<file path="src/rtl/spike_synapse_if.sv">
// Spike synapse port bundle: presynaptic spike/weight/enable in,
// integrated synaptic current and event status out.
interface spike_synapse_if;
  logic               spike_in;
  logic signed [15:0] weight;
  logic               enable;
  logic signed [15:0] current;
  logic               event_out;
  logic [7:0]         spike_count;

  modport master (
    output spike_in, weight, enable,
    input  current, event_out, spike_count
  );

  modport slave (
    input  spike_in, weight, enable,
    output current, event_out, spike_count
  );
endinterface

</file>
<file path="src/rtl/spike_synapse.sv">
// Spike synapse: rising-edge detect, fixed axonal delay line carrying the
// sampled weight, and a leaky saturating signed current integrator.
module spike_synapse #(
  parameter int                 DELAY       = 4,
  parameter int                 DECAY_SHIFT = 3,
  parameter logic signed [15:0] I_MAX       = 16'sd16383,
  parameter logic signed [15:0] I_MIN       = -16'sd16384
) (
  input logic            clk,
  input logic            reset,
  spike_synapse_if.slave sif
);

  logic               spike_prev_r;
  logic [DELAY-1:0]   valid_r;
  logic signed [15:0] weight_r [DELAY];
  logic signed [15:0] current_r;
  logic               event_r;
  logic [7:0]         count_r;

  logic               edge_s;
  logic signed [17:0] cur_ext_s;
  logic signed [17:0] dec_s;
  logic signed [17:0] add_s;
  logic signed [17:0] sum_s;
  logic signed [15:0] current_next_s;

  function automatic logic signed [15:0] clamp_current(input logic signed [17:0] v);
    logic signed [17:0] hi;
    logic signed [17:0] lo;
    hi = {{2{I_MAX[15]}}, I_MAX};
    lo = {{2{I_MIN[15]}}, I_MIN};
    if (v > hi) begin
      clamp_current = I_MAX;
    end else if (v < lo) begin
      clamp_current = I_MIN;
    end else begin
      clamp_current = v[15:0];
    end
  endfunction

  // Edge detect and next-current arithmetic at 18 bits.
  always_comb begin
    edge_s    = sif.spike_in & ~spike_prev_r;
    cur_ext_s = {{2{current_r[15]}}, current_r};
    dec_s     = cur_ext_s >>> DECAY_SHIFT;
    // A small positive residue would otherwise never leak away.
    if ((current_r > 16'sd0) && (dec_s == 18'sd0)) begin
      dec_s = 18'sd1;
    end else begin
      dec_s = dec_s;
    end
    if (valid_r[DELAY-1]) begin
      add_s = {{2{weight_r[DELAY-1][15]}}, weight_r[DELAY-1]};
    end else begin
      add_s = 18'sd0;
    end
    sum_s          = cur_ext_s - dec_s + add_s;
    current_next_s = clamp_current(sum_s);
  end

  // Delay line shift, current integration, event flag and delivery counter.
  always_ff @(posedge clk) begin
    if (reset) begin
      spike_prev_r <= 1'b0;
      valid_r      <= '0;
      for (int i = 0; i < DELAY; i++) begin
        weight_r[i] <= 16'sd0;
      end
      current_r <= 16'sd0;
      event_r   <= 1'b0;
      count_r   <= 8'd0;
    end else begin
      spike_prev_r <= sif.spike_in;
      valid_r[0]   <= edge_s & sif.enable;
      weight_r[0]  <= sif.weight;
      for (int i = 1; i < DELAY; i++) begin
        valid_r[i]  <= valid_r[i-1];
        weight_r[i] <= weight_r[i-1];
      end
      current_r <= current_next_s;
      event_r   <= valid_r[DELAY-1];
      if (valid_r[DELAY-1] && (count_r != 8'd255)) begin
        count_r <= count_r + 8'd1;
      end else begin
        count_r <= count_r;
      end
    end
  end

  assign sif.current     = current_r;
  assign sif.event_out   = event_r;
  assign sif.spike_count = count_r;

endmodule

</file>
<file path="src/flat_wrapper.sv">
// flat-port wrapper written by rule: the top's interface ports become plain ports
module spike_synapse_flat 
#(
  parameter int                 DELAY       = 4,
  parameter int                 DECAY_SHIFT = 3,
  parameter logic signed [15:0] I_MAX       = 16'sd16383,
  parameter logic signed [15:0] I_MIN       = -16'sd16384
)
  (clk, reset, sif_spike_in, sif_weight, sif_enable, sif_current, sif_event_out, sif_spike_count);
  spike_synapse_if sif_i ();
  input logic clk;
  input logic reset;
  input wire logic [$bits(sif_i.spike_in)-1:0] sif_spike_in;
  input wire logic [$bits(sif_i.weight)-1:0] sif_weight;
  input wire logic [$bits(sif_i.enable)-1:0] sif_enable;
  output wire logic [$bits(sif_i.current)-1:0] sif_current;
  output wire logic [$bits(sif_i.event_out)-1:0] sif_event_out;
  output wire logic [$bits(sif_i.spike_count)-1:0] sif_spike_count;
  assign sif_i.spike_in = sif_spike_in;
  assign sif_i.weight = sif_weight;
  assign sif_i.enable = sif_enable;
  assign sif_current = sif_i.current;
  assign sif_event_out = sif_i.event_out;
  assign sif_spike_count = sif_i.spike_count;
  spike_synapse #(.DELAY(DELAY), .DECAY_SHIFT(DECAY_SHIFT), .I_MAX(I_MAX), .I_MIN(I_MIN)) u_core (.clk(clk), .reset(reset), .sif(sif_i));
endmodule
</file>
<file path="config.mk">
export PLATFORM = sky130hd
export DESIGN_NAME = spike_synapse_flat
export DESIGN_NICKNAME = d
export VERILOG_FILES = /design/src/rtl/spike_synapse_if.sv /design/src/rtl/spike_synapse.sv /design/src/flat_wrapper.sv
export SDC_FILE = /design/constraint.sdc
export NUM_CORES = 1
export LEC_CHECK = 0
export BUFFER_PORTS_ARGS = -buffer_cell sky130_fd_sc_hd__buf_2
export CORE_UTILIZATION = 50
export CTS_CLUSTER_DIAMETER = 120
export DETAILED_ROUTE_END_ITERATION = 12
export PLACE_DENSITY = 0.66
export SLEW_MARGIN = 15
export SYNTH_ARGS = -nofsm -noshare
export SYNTH_HDL_FRONTEND = slang
export SYNTH_SLANG_ARGS = --single-unit
</file>
<file path="constraint.sdc">
create_clock -name clk -period 7.9 [get_ports clk]
set_input_delay 1.58 -clock clk [delete_from_list [all_inputs] [get_ports clk]]
set_output_delay 1.58 -clock clk [all_outputs]
set_load 0.005 [all_outputs]
</file>
==> results of run 1 <==
[sequential cells by signal (all words and copies together), names as in the netlist]
register,flops
u_core.weight_r,64
u_core.sif.spike_count,8
u_core.sif.event_out,1
u_core.sif.current,16
u_core.spike_prev_r,1
u_core.valid_r,4
[layout make-up]
type                    instances  area share
inverters                      55      0.0441
clock buffers                  12      0.0331
repair buffers                 45      0.0486
flip-flops and latches         94       0.402
multi-input cells             274       0.438
clock inverters                 4     0.00668
well taps                     105      0.0281
[metrics by stage]
step                instances  area, um^2  setup slack (ns)
global placement          573        4500              4.06
finish                    589        4680              3.87
detailed placement        573        4500              3.92
CTS                       589        4680              3.89
floorplan                 451        4260              4.47
global route              589        4680              3.57
[placed cells by master, fill, tap and decap left out, types with 6 or more instances in the layout]
cell type | Yosys | routed
o31ai_1 | 11 | 11
buf_2 | 0 | 44
a21oi_1 | 13 | 13
nor2b_1 | 70 | 70
xor2_1 | 9 | 9
dfxtp_1 | 94 | 94
clkbuf_8 | 0 | 11
nand2_1 | 27 | 27
nor2_1 | 21 | 21
a21o_1 | 6 | 6
xnor2_1 | 8 | 8
inv_1 | 55 | 55
ha_1 | 19 | 19
o21ai_0 | 10 | 10
fa_1 | 16 | 16
[synthesized netlist by cell type, types with 2 or more instances]
cell type	n
a21oi_1	13
o21a_1	4
a21o_1	6
o41ai_1	2
buf_4	2
o2111a_1	2
o21bai_1	2
fa_1	16
o211ai_1	3
dfxtp_1	94
nor2_1	21
nor4_1	3
a211oi_1	2
nand4_1	5
inv_1	55
xnor2_1	8
clkbuf_1	24
o21ai_1	2
xor2_1	9
o211a_1	2
o21ai_0	10
a21oi_2	2
a31oi_1	4
o31ai_1	11
nor2b_1	70
nand3_1	3
or3_1	2
and2_1	4
o21ai_2	2
nand2_1	27
ha_1	19
nor3_1	4
[path summary, 6_finish.rpt]
check                               startpoint                                 to  slack [ns]  depth (start not counted)
max reg2reg  u_core.sif.current[15]$_SDFF_PP0_  u_core.sif.current[12]$_SDFF_PP0_        3.87                         15
max          u_core.sif.current[15]$_SDFF_PP0_  u_core.sif.current[12]$_SDFF_PP0_        3.87                         15
min reg2reg   u_core.weight_r[2][5]$_SDFF_PP0_   u_core.weight_r[3][5]$_SDFF_PP0_        0.43                          1
min           u_core.weight_r[2][5]$_SDFF_PP0_   u_core.weight_r[3][5]$_SDFF_PP0_        0.43                          1
[metal layers]
layer	share of wire	up-vias	routed length, um	GRT usage
met2	0.45	56	3340	0.283
met5	0	-	0	0
li1	-	1504	-	-
met3	0.041	20	303	0.0299
met4	0.025	0	184	0.0962
met1	0.48	1312	3600	0.243
[cell families (layout without fill, tap and decap cells)]
family | Yosys count | in the layout | synth area share
compound gates | 75 | 75 | 0.126
mux | 1 | 1 | 0.00235
simple gates | 146 | 146 | 0.187
xor+xnor | 17 | 17 | 0.0350
flops | 94 | 94 | 0.442
buf+inv | 83 | 116 | 0.0770
fa+ha+maj | 35 | 35 | 0.131
==> qor.yml, run 1 <==
status: "finished clean"
hold_buffers: 0
postRouteAntennaNets: 0
die_w_um: 94.3
die-area_um2: 8890
synth_seq_cells: 94
fin_nets: 534
drv_cap: 0
post_drt_via_cell_ratio: 4.91
worst_ep_required_time_ns: 8.09
hold_class: "flop to flop"
final-seq-area_um2: 1880
cp-end-kind: "flop"
slowest_stage: "a21oi_2"
cts_resized: 0
grt_setup_unrepaired: "no"
core_area_um2: 8220
path_delay_family: "compound AO/OA/AOI/OAI gates"
nFillCells: 758
final_hold_viol_count: 0
path_buf_inv: 2
ioPinCount: 45
worst-setup-path-type: "flop to flop"
clockRootBuffer: "clkbuf_8"
grt_pass1_wl_um: 12400
first_global_vias: 2676
cts_tree: "done"
worstPathCellList: "nor4_1 -> nand4_1 -> o21ai_0 -> ha_1 -> inv_1 -> ha_1 -> inv_1 -> fa_1 -> nor2b_1 -> o2111ai_1 -> a21oi_1 -> o211a_1 -> nor3_1 -> a21oi_2 -> o31ai_1"
place.gp.congestion: 0.910
cp.arrival_ns: 4.22
wl_um: 7420
area_growth_pct: 9.96
period_minus_slack_ns: 4.03
rows: 33
first_pass_iters: 4
syn_area_um2: 4260
yosys_warnings: 0
wire_per_inst_um: 12.6
n_antenna_cell: 0
multiInputGateArea_um2: 2050
final-setup-viol-count: 0
synth_seq_area_share: 0.442
skew_ns: 0.00822
synth.top_cell.area_share: 0.442
drc: 0
yosys.area.top_type: "dfxtp_1"
finalMaxSlewViolations: 0
clock_path_buffers: 2
worst_slew_pin_slew_ns: 0.854
antenna_found_initial: 0
ys.flop_type: "dfxtp_1"
vias: 2892
drtIter0Drc: 109
max_stage_delay_ns: 0.59
grt_max_degree: 93
clock_latency_ns: 0.34
synthesis.nets: 506
fmax_ghz: 0.248
fin_util: 0.570
final.period_utilization: 0.510
h-tree-depth: 3
yosys-top-cells-area: "dfxtp_1 (44%), nor2b_1 (10%), fa_1 (7.5%)"
synth_edf_count: 0
async_reset_ff_frac: 0
start_kind: "flop"
ys_types: 50
cts_setup_buffers: 0
path_clk_slew_ns: 0.09
overflow: 0
drive_gt1_frac: 0.145
cp_max_fo: 14
dpl.hpwl_um: 5510
cts_made_buffers: 9
clock-sinks: 94
slew_headroom: 0.431
hold_slack_ns: 0.434
syn_inst: 451
grtUsageTotal: 0.182
io_buffers: 44
start_util: 0.518
die_h_um: 94.3
avgSynthCellArea_um2: 9.44
fin_setup_tns_ns: 0
Power of run 1 is not shown: default switching activity piles up to over one toggle a cycle in this logic, so the estimate is an artifact.
==> run 2: changes to the inputs <==
==> constraint.sdc (replaced) <==
create_clock -name clk -period 4.1 [get_ports clk]
set_input_delay 0.82 -clock clk [delete_from_list [all_inputs] [get_ports clk]]
set_output_delay 0.82 -clock clk [all_outputs]
set_load 0.005 [all_outputs]
==> run 2 against run 1 <==
  * Via count shrank 1.6%
  * Core utilization grew 0.56 points
  * Count of clock-buffer cells in the layout is the same
  * Hold slack lost 0.00068 ns
  * Clock skew is essentially flat
==> qor.yml, run 2 (same netlist as run 1, synthesis figures left out) <==
cts_tree: "done"
first_pass_iters: 5
h-tree-depth: 3
core_area_um2: 8220
grt_setup_unrepaired: "no"
drv_cap: 0
skew_ns: 0.00789
die_h_um: 94.3
final.period_utilization: 0.919
place.gp.congestion: 0.932
worst_slew_pin_slew_ns: 0.702
ioPinCount: 45
cp.arrival_ns: 4.00
rows: 33
fin_nets: 537
finalMaxSlewViolations: 0
drc: 0
antenna_found_initial: 0
fmax_ghz: 0.265
post_drt_via_cell_ratio: 4.81
mostFrequentLayoutCells: "dfxtp_1 (94), nor2b_1 (69), inv_1 (55)"
final-setup-viol-count: 0
fin_setup_tns_ns: 0
fin_area_um2: 4730
cp-end-kind: "flop"
start_util: 0.518
cts_setup_buffers: 0
top_register: "u_core.weight_r"
drtIter0Drc: 111
status: "finished clean"
area_growth_pct: 11.0
cts_resized: 0
final_common_cell: "dfxtp_1"
die-area_um2: 8890
largest_reg_flops: 64
io_buffers: 44
grtUsageTotal: 0.173
grt_pass1_wl_um: 11900
path_clk_slew_ns: 0.08
hold_class: "flop to flop"
slew_headroom: 0.532
dpl.hpwl_um: 5460
clock-sinks: 94
clockRootBuffer: "clkbuf_8"
post_dp_cell_area_um2: 4520
postRouteAntennaNets: 0
grt_max_degree: 78
worst_ep_required_time_ns: 4.33
overflow: 0
die_w_um: 94.3
wire_per_inst_um: 12.3
start_kind: "flop"
n_antenna_cell: 0
cp_max_fo: 14
cts_made_buffers: 9
wl_um: 7250
clock_latency_ns: 0.33
period_minus_slack_ns: 3.77
first_global_vias: 2574
hold_buffers: 0
worst-setup-path-type: "flop to flop"
clock_path_buffers: 2
final_hold_viol_count: 0
vias: 2845
hold_slack_ns: 0.433
drive_gt1_frac: 0.152
fin_util: 0.576
nFillCells: 727
==> run 2: changes by cell type in the layout (fill, tap and decap cells not counted), sizes merged <==
cell / change
clkinv: -4
buf: +3
clkinvlp: +2
bufinv: +1
==> run 2: final timing paths <==
check                                                  startpoint                           endpoint  slack (ns)  depth (start not counted)
worst max-delay path             u_core.sif.current[7]$_SDFF_PP0_  u_core.sif.current[12]$_SDFF_PP0_        0.33                         18
worst min-delay path            u_core.weight_r[0][13]$_SDFF_PP0_  u_core.weight_r[1][13]$_SDFF_PP0_        0.43                          1
worst max register to register   u_core.sif.current[7]$_SDFF_PP0_  u_core.sif.current[12]$_SDFF_PP0_        0.33                         18
worst min register to register  u_core.weight_r[0][13]$_SDFF_PP0_  u_core.weight_r[1][13]$_SDFF_PP0_        0.43                          1
==> run 2: critical path: stages (launching register included) <==
cell       delay, ns
dfxtp_1         0.35
inv_1           0.11
nand4_1         0.10
nor4_1          0.19
nand4_1         0.14
o21ai_0         0.18
ha_1            0.25
inv_1           0.06
ha_1            0.19
inv_1           0.07
fa_1            0.39
nor2b_2         0.17
o2111ai_1       0.22
a21oi_2         0.29
o211ai_1        0.16
nor3_1          0.26
a21oi_2         0.08
buf_4           0.19
o31ai_1         0.26
==> run 2: layer usage <==
metal	share of wire	vias to the layer above	global-route usage	routed length (um)
met5	0	-	0	0
met2	0.46	50	0.281	3300
met3	0.033	7	0.0324	236
met4	0.011	0	0.0551	80
met1	0.50	1275	0.232	3630
li1	-	1513	-	-
==> run 2: area by class of cell <==
type / count / area (um^2) / share of cell area
Multi-Input combinational cell: 274 / 2070 / 0.438
Sequential cell: 94 / 1880 / 0.398
Timing Repair Buffer: 48 / 250 / 0.0529
Inverter: 55 / 206 / 0.0437
Clock buffer: 12 / 145 / 0.0307
Tap cell: 105 / 131 / 0.0278
Clock inverter: 3 / 45.0 / 0.00952
==> run 2: stage by stage <==
step | cells | setup WS, ns
2_1_floorplan | 451 | 0.675
3_3_place_gp | 576 | 0.430
3_5_place_dp | 576 | 0.259
4_1_cts | 591 | 0.236
5_1_grt | 591 | 0.0146
6_report | 591 | 0.331
Power of run 2 is left out for the same reason.
==> run 3: changes to the inputs <==
--- a/config.mk
+++ b/config.mk
@@ -6,10 +6,12 @@
 export NUM_CORES = 1
 export LEC_CHECK = 0
 export BUFFER_PORTS_ARGS = -buffer_cell sky130_fd_sc_hd__buf_2
-export CORE_UTILIZATION = 50
+export CELL_PAD_IN_SITES_DETAIL_PLACEMENT = 0
+export CELL_PAD_IN_SITES_GLOBAL_PLACEMENT = 1
+export CORE_UTILIZATION = 45
 export CTS_CLUSTER_DIAMETER = 120
 export DETAILED_ROUTE_END_ITERATION = 12
-export PLACE_DENSITY = 0.66
+export PLACE_DENSITY = 0.75
 export SLEW_MARGIN = 15
 export SYNTH_ARGS = -nofsm -noshare
 export SYNTH_HDL_FRONTEND = slang
==> run 3 against run 2 <==
  * Setup slack better by 0.036 ns
  * Wire length is 1.3% higher
  * Die area is 11% higher
  * Sequential cell count stayed put
  * Clock skew is 0.0025 ns higher
  * Hold slack better by 0.0011 ns
==> qor.yml, run 3 (same netlist as run 1, synthesis figures left out) <==
grt_setup_unrepaired: "no"
grtUsageTotal: 0.158
rows: 35
cts_made_buffers: 9
worst_slew_pin_slew_ns: 0.714
hold_class: "flop to flop"
clock_path_buffers: 2
final_common_cell: "dfxtp_1"
core_area_um2: 9200
cp.arrival_ns: 3.97
h-tree-depth: 3
clockRootBuffer: "clkbuf_8"
die-area_um2: 9860
top_register: "u_core.weight_r"
grt_max_degree: 53
first_global_vias: 2609
drive_gt1_frac: 0.158
n_antenna_cell: 0
start_util: 0.463
clock-sinks: 94
wl_um: 7340
period_minus_slack_ns: 3.73
wire_per_inst_um: 12.3
slew_headroom: 0.524
area_growth_pct: 12.0
status: "finished clean"
post_drt_via_cell_ratio: 4.75
final.period_utilization: 0.911
die_w_um: 99.3
drtIter0Drc: 101
io_buffers: 44
fin_setup_tns_ns: 0
worst-setup-path-type: "flop to flop"
dpl.hpwl_um: 5530
largest_reg_flops: 64
die_h_um: 99.3
final_hold_viol_count: 0
place.gp.congestion: 0.890
skew_ns: 0.0104
postRouteAntennaNets: 0
ioPinCount: 45
path_clk_slew_ns: 0.09
fmax_ghz: 0.268
start_kind: "flop"
fin_nets: 537
fin_util: 0.519
cp_max_fo: 14
overflow: 0
final-setup-viol-count: 0
finalMaxSlewViolations: 0
drc: 0
drv_cap: 0
vias: 2838
cp-end-kind: "flop"
clock_latency_ns: 0.34
cts_tree: "done"
antenna_found_initial: 0
worst_ep_required_time_ns: 4.34
cts_setup_buffers: 0
grt_pass1_wl_um: 12200
mostFrequentLayoutCells: "dfxtp_1 (94), nor2b_1 (70), inv_1 (55)"
first_pass_iters: 4
run 3: cell types whose count changed in the layout (fill, tap and decap cells not counted), sizes merged:
cell and change:
bufinv +1, clkinvlp -2, inv +1, clkbuf -3, clkinv +4
run 3: metrics by stage:
stage / std cells / cell area (um^2) / setup WS, ns / hold slack (ns)
after floorplan: 451 / 4260 / 0.675 / 0.414
after global placement: 582 / 4530 / 0.452 / 0.416
after detailed placement: 582 / 4530 / 0.297 / 0.420
after CTS: 598 / 4750 / 0.279 / 0.437
after global routing: 598 / 4770 / 0.0135 / 0.455
final: 598 / 4770 / 0.367 / 0.434
run 3: critical path, stage by stage (launching register included):
cell	delay (ns)
dfxtp_1	0.35
inv_1	0.11
nand4_1	0.10
nor4_1	0.21
nand4_1	0.14
o21ai_0	0.17
ha_1	0.25
inv_1	0.06
ha_1	0.19
inv_1	0.06
fa_1	0.38
nor2b_1	0.25
o2111ai_2	0.20
a31oi_2	0.35
o41ai_1	0.16
nor2_1	0.13
a21oi_2	0.06
buf_4	0.19
o41ai_1	0.26
run 3: path summary, 6_finish.rpt:
| kind | start | endpoint | slack (ns) | cells after the start |
|---|---|---|---|---|
| min | u_core.valid_r[2]$_SDFF_PP0_ | u_core.valid_r[3]$_SDFF_PP0_ | 0.43 | 1 |
| min reg2reg | u_core.valid_r[2]$_SDFF_PP0_ | u_core.valid_r[3]$_SDFF_PP0_ | 0.43 | 1 |
| max | u_core.sif.current[8]$_SDFF_PP0_ | u_core.sif.current[2]$_SDFF_PP0_ | 0.37 | 18 |
| max reg2reg | u_core.sif.current[8]$_SDFF_PP0_ | u_core.sif.current[2]$_SDFF_PP0_ | 0.37 | 18 |
run 3: metal layers:
metal / global-route usage / share of wire
met5: 0 / 0
met4: 0.0894 / 0.024
met3: 0.0190 / 0.027
met2: 0.236 / 0.44
met1: 0.221 / 0.51
run 3: final cells by class:
type	count	area, um^2
clock inverters	7	96.3
multi-input cells	274	2070
fillers	850	4430
flip-flops and latches	94	1880
inverters	55	206
well taps	111	139
clock buffers	9	124
repair buffers	48	250
run 3: what timing repair did:
action                                  CTS  global route
resized for setup                         0             4
hold buffers                              0             0
endpoints found under the setup margin    0            14
hold endpoints to repair                  0             0
Power of run 3 is left out for the same reason.
